### src/rtl/vend_pkg.sv
// Shared coin encodings, coin valuation and the sequencer state type.
package vend_pkg;

  localparam logic [1:0] COIN_NONE = 2'b00;
  localparam logic [1:0] COIN_5    = 2'b01;
  localparam logic [1:0] COIN_10   = 2'b10;
  localparam logic [1:0] COIN_20   = 2'b11;

  localparam int COIN_VAL_W = 5;

  typedef enum logic [1:0] {IDLE, CREDIT, VEND, CHANGE} vend_state_t;

  // Credit value of a coin code; COIN_NONE is worth nothing.
  function automatic logic [COIN_VAL_W-1:0] coin_value(input logic [1:0] code);
    logic [COIN_VAL_W-1:0] v;
    case (code)
      COIN_5:  v = 5'd5;
      COIN_10: v = 5'd10;
      COIN_20: v = 5'd20;
      default: v = 5'd0;
    endcase
    return v;
  endfunction

endpackage

### src/rtl/vend_timer.sv
// Loadable up-counter with clear and enable; tc_o flags the terminal count MAX-1.
module vend_timer #(
  parameter int MAX = 1000,
  parameter int W   = $clog2(MAX) + 1
) (
  input  logic         clk_i,
  input  logic         rst_i,
  input  logic         clr_i,
  input  logic         en_i,
  input  logic         load_i,
  input  logic [W-1:0] load_val_i,
  output logic         tc_o
);

  logic [W-1:0] cnt_q, cnt_d;

  // Next count: clear wins over load, load wins over counting.
  always_comb begin
    cnt_d = cnt_q;
    if (clr_i)       cnt_d = '0;
    else if (load_i) cnt_d = load_val_i;
    else if (en_i)   cnt_d = cnt_q + W'(1);
  end

  // Count register.
  always_ff @(posedge clk_i or posedge rst_i) begin
    if (rst_i) cnt_q <= '0;
    else       cnt_q <= cnt_d;
  end

  assign tc_o = (cnt_q == W'(MAX - 1));

endmodule

### src/rtl/vend_txn_ctrl.sv
// Vending transaction sequencer: credit accumulation, vend handshake and
// coin-by-coin change/refund over a req/ack link to the coin hopper.
module vend_txn_ctrl
  import vend_pkg::*;
#(
  parameter int PRICE   = 15,
  parameter int BAL_W   = 7,
  parameter int MAX_BAL = 127,
  parameter int IDLE_TO = 1000,
  parameter int ACK_TO  = 255
) (
  input  logic             clk,
  input  logic             rst,
  input  logic             coin_valid,
  input  logic [1:0]       coin_code,
  input  logic             cancel,
  output logic             coin_reject,
  output logic             vend_req,
  input  logic             vend_ack,
  output logic             chg_req,
  output logic [1:0]       chg_code,
  input  logic             chg_ack,
  output logic [BAL_W-1:0] balance,
  output logic             dispense,
  output logic             fault,
  output logic             busy
);

  vend_state_t      state_q, state_d;
  logic [BAL_W-1:0] bal_q, bal_d;
  logic             chg_req_q, chg_req_d;
  logic [1:0]       chg_code_q, chg_code_d;
  logic             vend_req_q, vend_req_d;
  logic             rej_q, rej_d;
  logic             disp_q, disp_d;
  logic             fault_q, fault_d;
  logic             busy_q, busy_d;

  logic             idle_clr, idle_en, idle_tc;
  logic             ack_clr, ack_en, ack_tc;
  logic             coin_ok;
  logic [BAL_W:0]   coin_w, sum;

  // Greedy change selection: largest returnable coin that fits the balance.
  function automatic logic [1:0] change_coin(input logic [BAL_W-1:0] b);
    return (b >= BAL_W'(10)) ? COIN_10 : COIN_5;
  endfunction

  assign coin_ok = coin_valid && (coin_code != COIN_NONE);
  assign coin_w  = (BAL_W+1)'(coin_value(coin_code));
  assign sum     = {1'b0, bal_q} + coin_w;

  vend_timer #(.MAX(IDLE_TO)) u_idle_tmr (
    .clk_i(clk), .rst_i(rst), .clr_i(idle_clr), .en_i(idle_en),
    .load_i(1'b0), .load_val_i('0), .tc_o(idle_tc)
  );

  vend_timer #(.MAX(ACK_TO)) u_ack_tmr (
    .clk_i(clk), .rst_i(rst), .clr_i(ack_clr), .en_i(ack_en),
    .load_i(1'b0), .load_val_i('0), .tc_o(ack_tc)
  );

  // Next-state, balance and registered-output decode; timers clear unless
  // the FSM is actively waiting in the same state.
  always_comb begin
    state_d   = state_q;
    bal_d     = bal_q;
    chg_req_d = 1'b0;
    rej_d     = 1'b0;
    disp_d    = 1'b0;
    fault_d   = fault_q;
    idle_clr  = 1'b1;
    idle_en   = 1'b0;
    ack_clr   = 1'b1;
    ack_en    = 1'b0;
    case (state_q)
      IDLE: begin
        if (coin_ok) begin
          bal_d   = BAL_W'(coin_value(coin_code));
          fault_d = 1'b0;
          state_d = CREDIT;
        end else if (cancel && (bal_q != '0)) begin
          // residual credit left by a stuck hopper
          state_d   = CHANGE;
          chg_req_d = 1'b1;
        end
      end
      CREDIT: begin
        if (coin_ok) begin
          if (sum <= (BAL_W+1)'(MAX_BAL)) begin
            bal_d   = sum[BAL_W-1:0];
            fault_d = 1'b0;
          end else begin
            rej_d = 1'b1;
          end
        end
        if (bal_q >= BAL_W'(PRICE)) begin
          state_d = VEND;
        end else if (cancel || idle_tc) begin
          state_d   = CHANGE;
          chg_req_d = 1'b1;
        end else if (!coin_ok) begin
          idle_clr = 1'b0;
          idle_en  = 1'b1;
        end
      end
      VEND: begin
        rej_d = coin_ok;
        if (vend_ack) begin
          bal_d  = bal_q - BAL_W'(PRICE);
          disp_d = 1'b1;
          if (bal_d != '0) begin
            state_d   = CHANGE;
            chg_req_d = 1'b1;
          end else begin
            state_d = IDLE;
          end
        end else if (ack_tc) begin
          fault_d   = 1'b1;
          state_d   = CHANGE;
          chg_req_d = 1'b1;
        end else begin
          ack_clr = 1'b0;
          ack_en  = 1'b1;
        end
      end
      CHANGE: begin
        rej_d = coin_ok;
        if (chg_req_q) begin
          if (chg_ack) begin
            bal_d = bal_q - BAL_W'(coin_value(chg_code_q));
            if (bal_d == '0) state_d = IDLE;
          end else if (ack_tc) begin
            fault_d = 1'b1;
            state_d = IDLE;
          end else begin
            chg_req_d = 1'b1;
            ack_clr   = 1'b0;
            ack_en    = 1'b1;
          end
        end else begin
          // one idle cycle after each ack, then request the next coin
          chg_req_d = 1'b1;
        end
      end
      default: state_d = IDLE;
    endcase
    chg_code_d = chg_req_d ? change_coin(bal_d) : COIN_NONE;
    vend_req_d = (state_d == VEND);
    busy_d     = (state_d == VEND) || (state_d == CHANGE);
  end

  // State, balance and output registers.
  always_ff @(posedge clk or posedge rst) begin
    if (rst) begin
      state_q    <= IDLE;
      bal_q      <= '0;
      chg_req_q  <= 1'b0;
      chg_code_q <= COIN_NONE;
      vend_req_q <= 1'b0;
      rej_q      <= 1'b0;
      disp_q     <= 1'b0;
      fault_q    <= 1'b0;
      busy_q     <= 1'b0;
    end else begin
      state_q    <= state_d;
      bal_q      <= bal_d;
      chg_req_q  <= chg_req_d;
      chg_code_q <= chg_code_d;
      vend_req_q <= vend_req_d;
      rej_q      <= rej_d;
      disp_q     <= disp_d;
      fault_q    <= fault_d;
      busy_q     <= busy_d;
    end
  end

  assign coin_reject = rej_q;
  assign vend_req    = vend_req_q;
  assign chg_req     = chg_req_q;
  assign chg_code    = chg_code_q;
  assign balance     = bal_q;
  assign dispense    = disp_q;
  assign fault       = fault_q;
  assign busy        = busy_q;

endmodule

### config.mk
export PLATFORM = sky130hd
export DESIGN_NAME = vend_txn_ctrl
export DESIGN_NICKNAME = d
export VERILOG_FILES = /design/src/rtl/vend_pkg.sv /design/src/rtl/vend_timer.sv /design/src/rtl/vend_txn_ctrl.sv
export SDC_FILE = /design/constraint.sdc
export NUM_CORES = 1
export LEC_CHECK = 0
export BUFFER_PORTS_ARGS = -buffer_cell sky130_fd_sc_hd__buf_2
export CAP_MARGIN = 20
export CORE_UTILIZATION = 45
export CTS_CLUSTER_SIZE = 30
export DETAILED_ROUTE_END_ITERATION = 8
export PLACE_DENSITY = 0.72
export SETUP_SLACK_MARGIN = 0.02
export SKIP_LAST_GASP = 1
export SYNTH_ARGS = -nofsm -noshare
export SYNTH_HDL_FRONTEND = slang
export SYNTH_SLANG_ARGS = --single-unit
### constraint.sdc
create_clock -name clk -period 2.58 [get_ports clk]
set_input_delay 0.129 -clock clk [delete_from_list [all_inputs] [get_ports clk]]
set_output_delay 0.129 -clock clk [all_outputs]
set_load 0.01 [all_outputs]
==> results of run 1 <==
==> cell usage after synthesis, drive strengths merged (3+ instances only) <==
| cell | number |
|---|---|
| nor2 | 46 |
| dfrtp | 37 |
| nand2 | 25 |
| a21oi | 16 |
| xor2 | 16 |
| ha | 15 |
| inv | 15 |
| nand3 | 15 |
| o21ai | 14 |
| xnor2 | 9 |
| buf | 6 |
| nand4 | 6 |
| nor2b | 6 |
| clkbuf | 5 |
| o211ai | 5 |
| and2 | 4 |
| nand3b | 4 |
| o22ai | 4 |
| a2111oi | 3 |
| a211oi | 3 |
| a21o | 3 |
| nor3 | 3 |
| o211a | 3 |
| o311ai | 3 |
| or4 | 3 |
==> path summary, 6_finish.rpt <==
check | slack [ns] | end | cells past startpoint
setup / recovery | -0.007 | chg_code[0] | 12
hold / removal | -0.0001 | state_q[1] | 2
setup reg to reg | -0.007 | chg_code[0] | 12
hold reg to reg | 0.49 | u_idle_tmr.cnt_q[0] | 1
max in group asynchronous | 1.92 | u_idle_tmr.cnt_q[10] | 3
min in group clk | 0.30 | coin_reject | 3
==> power by group <==
| part | leakage, nW | internal, W | total [W] | switching (W) |
|---|---|---|---|---|
| Sequential | 0.489 | 0.000712 | 0.000892 | 0.000180 |
| Clock | 0.0439 | 0.000186 | 0.000397 | 0.000210 |
| Combinational | 0.893 | 0.00110 | 0.00250 | 0.00140 |
==> per-stage QoR <==
stage,total power [W],setup slack (ns)
after global placement,0.00296,-0.0271
after CTS,0.00354,0.0253
after floorplan,0.00232,0.0277
final,0.00379,-0.00729
after global routing,0.00406,-0.103
after detailed placement,0.00298,-0.120
==> layer usage <==
layer  track usage, %  up-vias
li1                 -     1207
met1             30.0     1186
met2             41.1       84
met3             4.94       22
met4             9.64        0
met5                0        -
==> cells by family after synthesis <==
family | count (synthesis) | synth area share, %
flip-flops | 37 | 34.7
XOR/XNOR | 25 | 8.20
buffers and inverters | 26 | 4.26
AND/OR/NAND/NOR | 126 | 23.5
multiplexers | 2 | 0.749
AO/OA/AOI/OAI | 73 | 20.1
adder cells (fa/ha/maj) | 17 | 8.52
==> registers in the layout (all words and copies together) (netlist names) <==
signal and flops:
coin_reject 1, vend_req 1, chg_req 1, u_ack_tmr.cnt_q 9, balance 7, fault 1, busy 1, u_idle_tmr.cnt_q 11
state_q 2, chg_code 2, dispense 1
==> worst reg2reg max path, delay by kind of cell, from the launching register on <==
| kind | cells | cell delay [ns] |
|---|---|---|
| AO/OA/AOI/OAI | 3 | 0.68 |
| buffers and inverters | 2 | 0.22 |
| XOR/XNOR | 1 | 0.13 |
| AND/OR/NAND/NOR | 4 | 0.56 |
| flip-flops | 1 | 0.40 |
| adder cells (fa/ha/maj) | 2 | 0.54 |
==> final cells by class <==
class | instances | area [sq um]
Clock inverter | 3 | 17.5
Inverter | 15 | 56.3
Multi-Input combinational cell | 243 | 1750
Fill cell | 514 | 2330
Sequential cell | 37 | 928
Clock buffer | 5 | 68.8
Timing Repair Buffer | 55 | 362
Tap cell | 72 | 90.1
==> timing repair <==
action	CTS	global route
pin swaps	10	4
endpoints found under the setup margin	4	6
buffers inserted	3	3
resized for setup	10	12
==> run_results.csv, run 1 <==
group,metric,value,unit
logic_synthesis,synth_seq_cells,37,
worst_setup_path,crit_required,2.81,ns
cts,max-clock-path-buffers,2,
routing,top_layer_used,"met4",
timing,fin_tns_setup,-0.00729,ns
outcome,violations,"hold timing, setup timing",
global_routing,grt_pass1_vias,2451,
placement,placed_area,0.00302,sq mm
timing,slew_viol_final,0,
routing,drt_iter0_markers,200,
logic_synthesis,async_flop_share,100,%
placement,place_hpwl,5.30,mm
logic_synthesis,avgSynthCellArea,8.73,sq um
logic_synthesis,synth-seq-area-share,34.7,%
timing,fin_crit_sh,100,%
worst_setup_path,r2r-start,"chg_code[0]",
layout,final_cell_mix,"nor2_1 (43), dfrtp_1 (35), buf_4 (32)",
pwr,p_leak,1.43,nW
logic_synthesis,synth_top_area_share,34.7,%
floorplan,pin_count,23,
worst_setup_path,start_kind,"flip-flop",
worst_setup_path,cp_slowest_cell,"dfrtp_1",
cts,cts_buffers,5,
routing,firstDrtPassIters,5,
logic_synthesis,synth_cell_type_count,63,
routing,wl_per_cell,16.4,um
timing,layout_setup_ws,-0.00729,ns
logic_synthesis,syn-num-nets,331,
logic_synthesis,synth_warnings,0,
layout,utilization,58.4,%
logic_synthesis,synth_edf_count,0,
routing,wl_met3,325,um
layout,stdcell_count,430,
global_routing,track_usage,24.2,%
floorplan,die_area,0.00625,sq mm
logic_synthesis,syn_area,0.00267,sq mm
timing,period_minus_slack,2.59,ns
floorplan,rows,27,
worst_setup_path,worstSetupPathType,"reg -> reg",
pwr,power_density,1160,mW/mm^2
floorplan,chipWidth,79.0,um
floorplan,start_util,47.6,%
global_routing,grt_max_degree,22,
cts,cts_sinks,37,
floorplan,die_y,79.0,um
routing,drc,0,
layout,layout_commonest_cell,"nor2_1",
hold_path,hold_class,"in -> async",
layout,syn2layout_area_growth,22.7,%
logic_synthesis,syn_inst,306,
cts,postCtsHoldBufs,0,
routing,drt_wl_total,7.05,mm
layout,nNetsFinal,382,
routing,vias_per_cell,5.81,
placement,dp_cells,416,
global_routing,grt_pass1_wl,11.6,mm
worst_setup_path,worstPathMaxFanout,3,
timing,finalHoldViolations,1,
cts,clkLatencyLatePin,0.30,ns
pwr,vdd_drop_max,0.000489,V
layout,drive_above_1_share,26.5,%
worst_setup_path,crit_buf_inv,2,
timing,rsz0062_at_grt,"yes",
worst_setup_path,cp.arrival,2.82,ns
cts,cts_root_buf,"clkbuf_8",
cts,clk_pin_slew,0.08,ns
worst_setup_path,end_kind,"flip-flop",
routing,wl_met2,3.48,mm
cts,cts_htree_levels,2,
worst_setup_path,crit_start,"chg_code[0]",
placement,gp_congestion,0.934,
worst_setup_path,cp_slowest_stage_delay,0.40,ns
routing,final_antenna_net_count,0,
placement,port_buffers,22,
timing,timing.fmax,387,MHz
routing,vias,2499,
logic_synthesis,yosys-top-cells-area,"dfrtp_1 (35%), ha_1 (7.0%), nor2_1 (6.3%), xor2_1 (5.2%), nand2_1 (3.5%)",
timing,tightest_slew,0.856,ns
layout,num_antenna_cells,0,
routing,wl_met1,3.06,mm
logic_synthesis,yosys.area.top_type,"dfrtp_1",
outcome,outcome,"complete, but fails checks",
global_routing,grt_overflow,0,
timing,clock_skew,0.0119,ns
layout,final_area,0.00328,sq mm
cts,cts_tree,"built",
job,maxCapViolations,0,
worst_setup_path,cp_cell_sequence,"inv_2 -> nor2_2 -> ha_2 -> fa_2 -> buf_6 -> xnor2_4 -> nand2_1 -> o211a_1 -> o311ai_2 -> nand4b_1 -> a2111oi_4 -> nor2b_1",
global_routing,antenna_found_initial,0,
timing,hold_ws,-0.000143,ns
floorplan,core-area,0.00561,sq mm
worst_setup_path,critPathTopFamily,"compound AO/OA/AOI/OAI gates",
logic_synthesis,synth_ff_type,"dfrtp_1",
timing,finalSetupViolCount,1,
timing,slew_headroom,42.9,%
(Power assumes the default switching activity.)
==> run 2, diff against run 1 <==
- ABC_AREA: unset -> 1
- CTS_CLUSTER_SIZE: 30 -> unset
==> run 2 against run 1 <==
The flow now finishes without violations. Via count is 16% higher. Non-clock buffer count is 26 lower. Worst hold slack better by 0.25 ns. Wire length is 6.7% higher. Critical path depth stayed put. Sequential share of layout area hardly changed. Synthesized cell count is 38% higher. Cell area is 0.11% lower. Register-to-register slack better by 0.26 ns. Clock power is 31% higher. Clock skew is 0.0063 ns lower. Largest cell class unchanged.
==> run_results.csv, run 2 <==
group,metric,value,unit
worst_setup_path,cp.arrival,2.55,ns
routing,vias_per_cell,5.47,
worst_setup_path,worstSetupPathType,"reg -> reg",
timing,timing.fmax,429,MHz
logic_synthesis,yosys-top-cells-area,"dfrtp_1 (32%), nand2_1 (14%), inv_1 (8.2%), nand3_1 (7.2%), ha_1 (6.4%)",
logic_synthesis,synth-seq-area-share,31.7,%
layout,multi_input_area,0.00169,sq mm
worst_setup_path,end_kind,"flip-flop",
outcome,outcome,"finished, final reports clean",
pwr,vdd_drop_max,0.000539,V
global_routing,track_usage,24.4,%
logic_synthesis,synth_commonest_cells,"nand2_1 (107), inv_1 (64), nor2_1 (45), nand3_1 (42), dfrtp_1 (37)",
floorplan,pin_count,23,
layout,final_cell_mix,"nand2_1 (106), inv_1 (64), nor2_1 (45)",
layout,regArea,926,sq um
routing,wl_per_cell,14.2,um
timing,fin_crit_sh,90.3,%
placement,placed_area,0.00314,sq mm
worst_setup_path,worstPathMaxFanout,3,
logic_synthesis,synth_warnings,0,
placement,dp_cells,521,
placement,place_hpwl,5.99,mm
routing,drt_wl_total,7.52,mm
logic_synthesis,syn_area,0.00292,sq mm
floorplan,chipWidth,82.5,um
layout,layout_commonest_cell,"nand2_1",
logic_synthesis,synth_edf_count,0,
global_routing,grt_overflow,0,
timing,tightest_slew,0.477,ns
timing,hold_ws,0.247,ns
logic_synthesis,yosys.area.top_type,"dfrtp_1",
timing,period_minus_slack,2.33,ns
timing,fin_tns_setup,0,ns
pwr,power_density,1130,mW/mm^2
timing,slew_headroom,68.2,%
cts,post_cts_buffers,0,
timing,slew_viol_final,0,
layout,syn2layout_area_growth,12.2,%
cts,max-clock-path-buffers,2,
cts,cts_buffers,5,
routing,firstDrtPassIters,5,
timing,layout_setup_ws,0.251,ns
layout,num-fill-cells,611,
cts,clkLatencyLatePin,0.29,ns
global_routing,grt_max_degree,38,
worst_setup_path,start_kind,"flip-flop",
cts,cts_root_buf,"clkbuf_8",
logic_synthesis,synth_cell_type_count,46,
job,maxCapViolations,0,
layout,drive_above_1_share,16.3,%
cts,cts_tree,"built",
logic_synthesis,synth_top_area_share,31.7,%
global_routing,grt_pass1_vias,2757,
floorplan,start_util,47.8,%
floorplan,die_area,0.00681,sq mm
logic_synthesis,avgSynthCellArea,6.91,sq um
floorplan,core-area,0.00610,sq mm
cts,clk_pin_slew,0.08,ns
logic_synthesis,synth_ff_type,"dfrtp_1",
logic_synthesis,yosysMostFrequentCell,"nand2_1",
layout,largest_reg_flops,11,
routing,drc,0,
logic_synthesis,synth_seq_cells,37,
layout,num_antenna_cells,0,
logic_synthesis,async_flop_share,100,%
logic_synthesis,syn_inst,422,
timing,finalHoldViolations,0,
global_routing,antenna_found_initial,0,
layout,stdcell_count,530,
pwr,p_leak,1.70,nW
timing,finalSetupViolCount,0,
timing,clock_skew,0.00564,ns
floorplan,rows,28,
layout,regMostFlops,"u_idle_tmr.cnt_q",
cts,cts_sinks,37,
layout,nNetsFinal,479,
routing,final_antenna_net_count,0,
worst_setup_path,crit_required,2.80,ns
timing,rsz0062_at_grt,"no",
placement,gp_congestion,0.959,
routing,vias,2898,
global_routing,grt_pass1_wl,12.3,mm
routing,drt_iter0_markers,238,
hold_path,hold_class,"in -> reg",
placement,pre_cts_ws,0.263,ns
logic_synthesis,syn-num-nets,447,
layout,final_area,0.00327,sq mm
floorplan,die_y,82.5,um
cts,cts_htree_levels,2,
placement,port_buffers,22,
## run 2: cell types whose count changed in the layout (fill, tap and decap cells not counted), moves of 4 or more
cell	before	now
nor2b_1	5	0
buf_4	32	6
nand2_2	0	10
nand2_1	25	106
and2_1	4	0
nand4_1	6	10
o21ai_0	11	2
ha_1	11	15
xnor2_1	8	4
xor2_1	16	2
inv_2	2	9
inv_1	13	64
nand3_1	15	42
## run 2: layer usage
layer	track usage, %	up-vias	part of all wire [%]
met5	0	-	0
met2	41.2	105	47
met4	10.7	0	2.9
met3	4.95	26	6.0
li1	-	1426	-
met1	30.2	1341	44
## run 2: repair_timing
item                       4_1_cts  5_1_grt
resized for setup                0        2
hold endpoints to repair        37        0
hold buffers                     1        0
setup endpoints to repair        0        2
## run 2: final timing paths
kind                       depth (start not counted)  slack [ns]                   to                 from
max                                               12        0.25             vend_req          chg_code[0]
min                                                3        0.25             dispense             vend_ack
max reg2reg                                       12        0.25             vend_req          chg_code[0]
min reg2reg                                        1        0.47  u_idle_tmr.cnt_q[0]  u_idle_tmr.cnt_q[0]
max in group asynchronous                          4        1.75  u_idle_tmr.cnt_q[2]                  rst
min in group asynchronous                          4        0.51           state_q[1]                  rst
## run 2: cell type report
type / count / share of cell area (%)
Clock buffer: 6 / 2.52
Tap cell: 75 / 2.87
Clock inverter: 2 / 1.15
Sequential cell: 37 / 28.3
Multi-Input combinational cell: 307 / 51.6
Timing Repair Buffer: 29 / 5.05
Inverter: 74 / 8.49
## run 2: metrics by stage
stage | power (W) | utilization [%]
6_report | 0.00369 | 53.7
5_1_grt | 0.00401 | 53.7
4_1_cts | 0.00367 | 53.6
3_5_place_dp | 0.00313 | 51.5
3_3_place_gp | 0.00310 | 51.5
2_1_floorplan | 0.00251 | -
## run 2: cell families after synthesis
group                      count (synthesis)  synth area share [%]
AOI/OAI and AO/OA                         42                  9.48
xor gates and xnor gates                   6                  1.80
DFF                                       37                  31.7
buffers and inverters                     78                  10.5
adders and majority gates                 17                  7.81
and+or+nand+nor                          242                  38.7
## run 2: power by group
part | switching, W | leakage, nW | internal (W) | total [W]
Clock | 0.000206 | 0.0574 | 0.000314 | 0.000520
Sequential | 0.000187 | 0.489 | 0.000709 | 0.000896
Combinational | 0.00147 | 1.16 | 0.000806 | 0.00228
## run 2: critical path: stages (launching register included)
cell and delay, ns:
dfrtp_1 0.40, inv_1 0.10, nor2_1 0.05, ha_1 0.21, fa_2 0.56, nand2_1 0.06, nor2_1 0.10, nand3_1 0.07
a21oi_1 0.11, nand3_1 0.13, a21boi_2 0.18, nand3_1 0.13, nor2_1 0.15
